--- src/rtl/cpu_pkg.sv ---
// Shared CPU datapath constants, word/index types and write-back select encoding.
// Used by the write-back stage and the EX-stage forwarding path.
package cpu_pkg;

    localparam int DW        = 32;
    localparam int NREG      = 64;
    localparam int REG_IDX_W = 6;

    typedef logic [DW-1:0]        word_t;
    typedef logic [REG_IDX_W-1:0] reg_idx_t;

    typedef enum logic [1:0] {
        WBSEL_ALU = 2'd0,
        WBSEL_MEM = 2'd1,
        WBSEL_PC  = 2'd2
    } wbsel_t;

    // Save-PC wins over a load so call-type instructions always link correctly.
    function automatic wbsel_t wbsel_decode(input logic svpc, input logic mem_to_reg);
        if (svpc) begin
            return WBSEL_PC;
        end
        if (mem_to_reg) begin
            return WBSEL_MEM;
        end
        return WBSEL_ALU;
    endfunction

endpackage

--- src/rtl/wb_mux.sv ---
// 3:1 write-back value select (ALU / load data / PC+1) with save-PC priority.
// Purely combinational; shared with the EX-stage forwarding path.
module wb_mux
    import cpu_pkg::*;
#(
    parameter int W = DW
) (
    input  logic         svpc_i,
    input  logic         mem_to_reg_i,
    input  logic [W-1:0] alu_i,
    input  logic [W-1:0] mem_i,
    input  logic [W-1:0] pc_i,
    output logic [W-1:0] wb_o
);

    always_comb begin
        wb_o = alu_i;
        case (wbsel_decode(svpc_i, mem_to_reg_i))
            WBSEL_MEM: wb_o = mem_i;
            WBSEL_PC:  wb_o = pc_i;
            default:   wb_o = alu_i;
        endcase
    end

endmodule

--- src/rtl/wb_regfile.sv ---
// Write-back stage: selects the write-back value, commits it to the register file,
// serves two async read ports and keeps debug write tracking. Option: WB_BYPASS_EN.
module wb_regfile #(
    parameter int NREG    = cpu_pkg::NREG,
    parameter int DW      = cpu_pkg::DW,
    parameter int R0_ZERO = 1
) (
    input  logic                          clk,
    input  logic                          rst_n,
    input  logic                          memToReg,
    input  logic [DW-1:0]                 dataMem,
    input  logic [DW-1:0]                 ALU,
    input  logic                          regWrt,
    input  logic [cpu_pkg::REG_IDX_W-1:0] rd,
    input  logic [DW-1:0]                 adder,
    input  logic                          svpc,
    input  logic [cpu_pkg::REG_IDX_W-1:0] rs,
    input  logic [cpu_pkg::REG_IDX_W-1:0] rt,
    output logic [DW-1:0]                 rsData,
    output logic [DW-1:0]                 rtData,
    output logic [DW-1:0]                 wbData,
    output logic [31:0]                   wbCount,
    output logic [cpu_pkg::REG_IDX_W-1:0] lastRd,
    output logic [DW-1:0]                 lastData
);

    import cpu_pkg::*;

    logic [DW-1:0] regs_q [NREG];
    logic [DW-1:0] wb_data;
    logic          wr_en;
    logic          r0_hard;

    logic [31:0]   wb_count_q, wb_count_d;
    reg_idx_t      last_rd_q, last_rd_d;
    logic [DW-1:0] last_data_q, last_data_d;

    wb_mux #(
        .W(DW)
    ) u_wb_mux (
        .svpc_i      (svpc),
        .mem_to_reg_i(memToReg),
        .alu_i       (ALU),
        .mem_i       (dataMem),
        .pc_i        (adder),
        .wb_o        (wb_data)
    );

    assign r0_hard = (R0_ZERO != 0);
    assign wr_en   = regWrt && !(r0_hard && (rd == '0));

    always_comb begin
        wb_count_d  = wb_count_q;
        last_rd_d   = last_rd_q;
        last_data_d = last_data_q;
        if (wr_en) begin
            wb_count_d  = wb_count_q + 32'd1;
            last_rd_d   = rd;
            last_data_d = wb_data;
        end
    end

    always_ff @(posedge clk or negedge rst_n) begin
        if (!rst_n) begin
            for (int i = 0; i < NREG; i++) begin
                regs_q[i] <= '0;
            end
            wb_count_q  <= '0;
            last_rd_q   <= '0;
            last_data_q <= '0;
        end else begin
            if (wr_en) begin
                regs_q[rd] <= wb_data;
            end
            wb_count_q  <= wb_count_d;
            last_rd_q   <= last_rd_d;
            last_data_q <= last_data_d;
        end
    end

    // Discarded r0 writes never set wr_en, so r0 is never bypassed either.
    always_comb begin
        rsData = regs_q[rs];
        if (r0_hard && (rs == '0)) begin
            rsData = '0;
        end
`ifdef WB_BYPASS_EN
        if (wr_en && (rd == rs)) begin
            rsData = wb_data;
        end
`endif
    end

    always_comb begin
        rtData = regs_q[rt];
        if (r0_hard && (rt == '0)) begin
            rtData = '0;
        end
`ifdef WB_BYPASS_EN
        if (wr_en && (rd == rt)) begin
            rtData = wb_data;
        end
`endif
    end

    assign wbData   = wb_data;
    assign wbCount  = wb_count_q;
    assign lastRd   = last_rd_q;
    assign lastData = last_data_q;

endmodule

--- config.mk ---
export PLATFORM = sky130hd
export DESIGN_NAME = wb_regfile
export DESIGN_NICKNAME = d
export VERILOG_FILES = /design/src/rtl/cpu_pkg.sv /design/src/rtl/wb_mux.sv /design/src/rtl/wb_regfile.sv
export SDC_FILE = /design/constraint.sdc
export NUM_CORES = 2
export LEC_CHECK = 0
export CAP_MARGIN = 20
export CORE_UTILIZATION = 41
export CTS_CLUSTER_DIAMETER = 40
export DETAILED_ROUTE_END_ITERATION = 12
export HOLD_SLACK_MARGIN = 0.03
export PLACE_DENSITY = 0.65
export SYNTH_ARGS = -nofsm -noshare
export SYNTH_HDL_FRONTEND = slang
export SYNTH_SLANG_ARGS = --single-unit
export TNS_END_PERCENT = 20
--- constraint.sdc ---
create_clock -name clk -period 10.19 [get_ports clk]
set_clock_uncertainty 0.15 [all_clocks]
set_input_delay 3.057 -clock clk [delete_from_list [all_inputs] [get_ports clk]]
set_output_delay 3.057 -clock clk [all_outputs]
set_load 0.005 [all_outputs]
# After elaboration in Yosys (flattened, before gate mapping)
# Index checks and enable logic that the tools add are counted.
# word_totals
reg_bits	2118
inputBits	119
# op_classes
add_sub_neg	1
order_cmp	4
n_eq_ne	2
mux	19
bitwise_logic	3
reduce_logical	6
# ops
operator	count
$bwmux W2048	1
$bmux W32 S6	2
$mux W32	7
$demux W32 S6	1
$pmux W32 S2	1
$add A32 B1 Y32 const B	1
$ge A7 B7 Y1 const B	3
$not A6 Y7	3
$logic_not A6 Y1	3
$mux W2	4
$lt A7 B1 Y1 const B	1
$mux W1	3
$eq A2 B1 Y1 const B	1
$eq A2 B2 Y1 const B	1
$logic_and A1 B1 Y1	2
$logic_not A1 Y1	1

# Longest topological paths before layout
# depth
depth_word	7
depth_mapped	10
depth_no_buf	6

# By module
# A second synthesis with hierarchy kept.
# hier_totals
cells_unflattened	8059
area_unflattened_um2	112913.3
# by_module_without_submodules
module	instances	cells_per_inst	area_per_inst_um2	seq_area_each_um2
wb_regfile	1	7952	112198.9	53000.8
wb_mux	1	107	714.4	0.0

# Worst setup path after synthesis
# OpenSTA, ideal clock, no wires.
# synth_path
kind	input -> output
startpoint	input rs[2] (netlist bit)
endpoint	output rsData[2]
arrival_time_ns	4.597
t_required_ns	6.983
setup_slack_ns	2.386
path_stages	7
n_path_buf	3
cell_sequence	buf_2 buf_2 clkbuf_1 mux4_2 a211o_1 o21ai_0 o41ai_1
# synth_via
elab_chain_len	5
# synth_lines
element	line_no	text
start, declared	wb_regfile.sv:17	input logic [cpu_pkg::REG_IDX_W-1:0] rs,
$not A6 Y7 (implied by the code)	wb_regfile.sv:83	rsData = regs_q[rs];
$bmux W32 S6	wb_regfile.sv:83	
$mux W32 (implied by the code) (2 in series)	wb_regfile.sv:83	
$mux W32 (*)	wb_regfile.sv:84	if (r0_hard && (rs == '0)) begin
end, declared	wb_regfile.sv:19	output logic [DW-1:0] rsData,
# Mark *: on every way between the ends. The rest lies on a longest branch, timed or not. The select of a mux whose other input is x is not followed.

# Worst setup path in the final report
# layout_path
startpoint	input rs[2] (netlist bit)
endpoint	output rsData[28]
# The elaborated chain is that of the path after synthesis.

==> results.md <==
* Worst-Skew Late Latency at 0.98 ns
* # IOs at 285
* Worst setup path end: rsData[28]
* Max-slew violations at 0
* Crit path largest cell delay at 0.78 ns
* Mapped Avg Cell Area at 10.6 um2
* Pwr dens at 207 nW/um2
* Outcome: finished clean
* Post-synth top area share at 49.1%
* CTS Buffer Depth at 4
* Largest net degree at the start of global routing at 199
* Port buffer count at 284
* Core area at 262000 um2
* Post-synth top area cell: dfrtp_1
* EDFF count, synth at 0
* Max_cap viols at 0
* Pre-antenna DRT Iters at 9
* Worst Setup End Kind: output port
* Delay-heaviest family, CP: buffers and inverters
* Worst min path class: reg2reg
* Vias per cell at 6.41
* Residual DRC at 0
* F_max at 98.4 MHz
* Synth area leaders: dfrtp_1 (49%), mux4_2 (13%), o21ai_0 (9.7%)
* Syn nets at 10.3k
* Row count at 188
* Highest routed layer: met5
* R2r setup slk at 7.78 ns
* Metal2 WL at 184000 um
* Iter 0 DRT Violations at 13.0k
* Die height at 515 um
* Crit path buffers/inverters at 4
* Full die area at 266000 um2
* DR vias at 89.8k
* Peak VDD IR at 0.206 mV
* Met1 wire length at 159000 um
* Root buf cell: clkbuf_16
* Final period util at 99.7%
* Non-Filler Instances at 14.0k
* Asr flop ratio synth at 100%
* Number of global-route vias before repair at 86.9k
* # H-tree levels at 5
* Clk sinks at 2118
* Worst path slowest cell: o41ai_2
* Worst Reg-to-Reg Cells at 6
* Global-route wire length before repair at 630000 um
* CP Launch Point: rs[2]
* GRT overflow at 0
* Top_reg_cell synth: dfrtp_1
* TritonCTS buffer count at 339
* Area grow syn2layout at 17.4%
* P_leak at 55.3 nW
* Syn. warnings at 0
* RSZ-0062 raised after global routing: no
* Critical Path Source Type: input pin
* Cell chain of the critical path: buf_8 -> buf_4 -> nand4b_1 -> a211oi_1 -> a21oi_1 -> nand3_1 -> o41ai_2 -> buf_12 -> clkdlybuf4s50_1
* Final Setup Violations at 0
* Final Total Pwr at 26.2 mW
* Synth Cell Area at 108000 um2
* Worst Tran Pin Value at 1.27 ns
* # fillers at 23.2k
* CP max FO at 37
* Total stage count of the critical path at 9
* Gate count of the mapped netlist at 10.2k
* Routed len/inst at 31.4 um
* Final min period at 10.16 ns
* Placed Cells at 13.4k
* Seq cells post-synth at 2118
* Hpwl dp at 290000 um
* Post-CTS setup buffers at 0
* WS Path Type: in2out
* Fin nets at 10.3k
* RR Endpoint: wbCount[18]
* Worst-path clk slew at 0.05 ns
* Initial antenna violation count at 38
* Distinct cells, synth at 67
* Worst slew slack as a fraction of its limit at 14.3%
* Worst EP required at 6.98 ns
* Starting Density at 41.2%
* Data arrival time of the critical path at 6.96 ns
* Die X at 515 um
* TritonCTS clock tree: yes
* Endpoints failing hold at 0
* Sequential fraction of the synthesis area at 49.1%
* Gr usage total at 32.9%
* Routed wl met3 at 56400 um
* Final antenna-violating net count at 0
* Worst r2r src: wbCount[0]
* WL final at 439000 um
* Routability-driven placement congestion ratio at 0.995
* Share of cells above drive strength 1 at 18.3%
[through the flow]
stage / hold slack [ns] / worst slack (ns) / setup TNS [ns] / instance area [um2] / utilization (%)
final: 0.246 / 0.0276 / 0 / 127000 / 48.4
after global routing: 0.255 / 0.0124 / 0 / 127000 / 48.4
after CTS: 0.246 / 0.00662 / 0 / 127000 / 48.4
after detailed placement: 0.234 / -0.652 / -2.37 / 115000 / 44.0
after global placement: 0.226 / -1.12 / -4.07 / 115000 / 44.0
after floorplan: 0.291 / 2.39 / 0 / 108000 / -
[worst min path at each step]
stage	start	end	slack (ns)	cells after the start
after floorplan	regs_q[2016]	regs_q[2016]	0.29	1
after detailed placement	regs_q[2039]	regs_q[2039]	0.23	0
after CTS	regs_q[2026]	regs_q[2026]	0.25	0
after global routing	regs_q[2039]	regs_q[2039]	0.26	0
final	regs_q[2026]	regs_q[2026]	0.25	0
after global placement	regs_q[2026]	regs_q[2026]	0.23	0
[synth_stat cells (58+ instances only)]
cell         n
a21oi_1     67
nand2_1   2162
mux4_2     638
a22o_1      58
nor2_1      78
buf_2      150
o22ai_1    270
o21ai_0   2095
dfrtp_1   2118
mux2i_1    708
a211oi_1    67
clkbuf_1   785
buf_4       73
a22oi_1    232
mux2_2      62
[flip-flops by register name (all words and copies together) (netlist names)]
name,flops
wbCount,32
lastData,32
lastRd,6
regs_q,2048
[layout make-up]
cell class | instances | area [um2] | area share [%]
repair buffers | 767 | 7260 | 5.72
clock buffers | 402 | 9170 | 7.23
inverters | 32 | 120 | 0.0947
clock inverters | 192 | 2320 | 1.83
well taps | 3515 | 4400 | 3.47
diodes | 22 | 55.1 | 0.0434
multi-input cells | 6956 | 50500 | 39.8
flip-flops and latches | 2118 | 53000 | 41.8
[worst reg2reg max path: stages, from the launching register on]
cell      delay (ns)
dfrtp_1         0.40
ha_1            0.20
and4_1          0.24
o211ai_1        0.16
nor4_2          0.79
nand3_1         0.19
xnor2_1         0.17
[where the power goes]
part / internal [mW] / total, mW / switching, mW
registers: 9.48 / 10.3 / 0.846
logic: 1.68 / 4.09 / 2.41
clock network: 7.42 / 11.8 / 4.39
total: 18.6 / 26.2 / 7.64
[layout by cell type, fill, tap and decap left out, types with 51 or more instances in the layout]
cell type        synthesis  routed
a211o_1                 56      56
a211oi_1                67      67
a22o_1                  58      58
a22oi_1                232     231
buf_12                   4      63
buf_4                   73     415
clkbuf_16                0     347
clkdlybuf4s50_1          0     269
dfrtp_1               2118    2118
mux2_2                  62      62
mux2i_1                708     708
mux4_2                 638     638
nand2_1               2162    2098
nand2_2                  0      64
nand3_1                 52      51
nor2_1                  78      78
o21ai_0               2095    2094
o22ai_1                270     270
[kinds of logic after synthesis]
logic type                 count (synthesis)  share of synthesized area [%]
xor gates and xnor gates                  31                          0.251
buffers and inverters                   1126                           4.84
adders and majority gates                  1                         0.0116
DFF                                     2118                           49.1
muxes                                   1408                           20.5
and+or+nand+nor                         2479                           9.24
AOI/OAI and AO/OA                       3037                           16.1
[timing repair]
| item | in CTS | in global routing |
|---|---|---|
| endpoints found under the hold margin | 0 | 0 |
| gates cloned | 0 | 0 |
| gates resized for setup | 7 | 3 |
| endpoints found under the setup margin | 11 | 3 |
| hold buffers | 0 | 0 |
[per-layer routing]
metal  track usage, %  up-vias
met5                0        -
met4             25.7       18
met3             11.6     1497
met2             46.4     6360
met1             41.1    44900
li1                 -    37000
(Power assumes the default switching activity.)
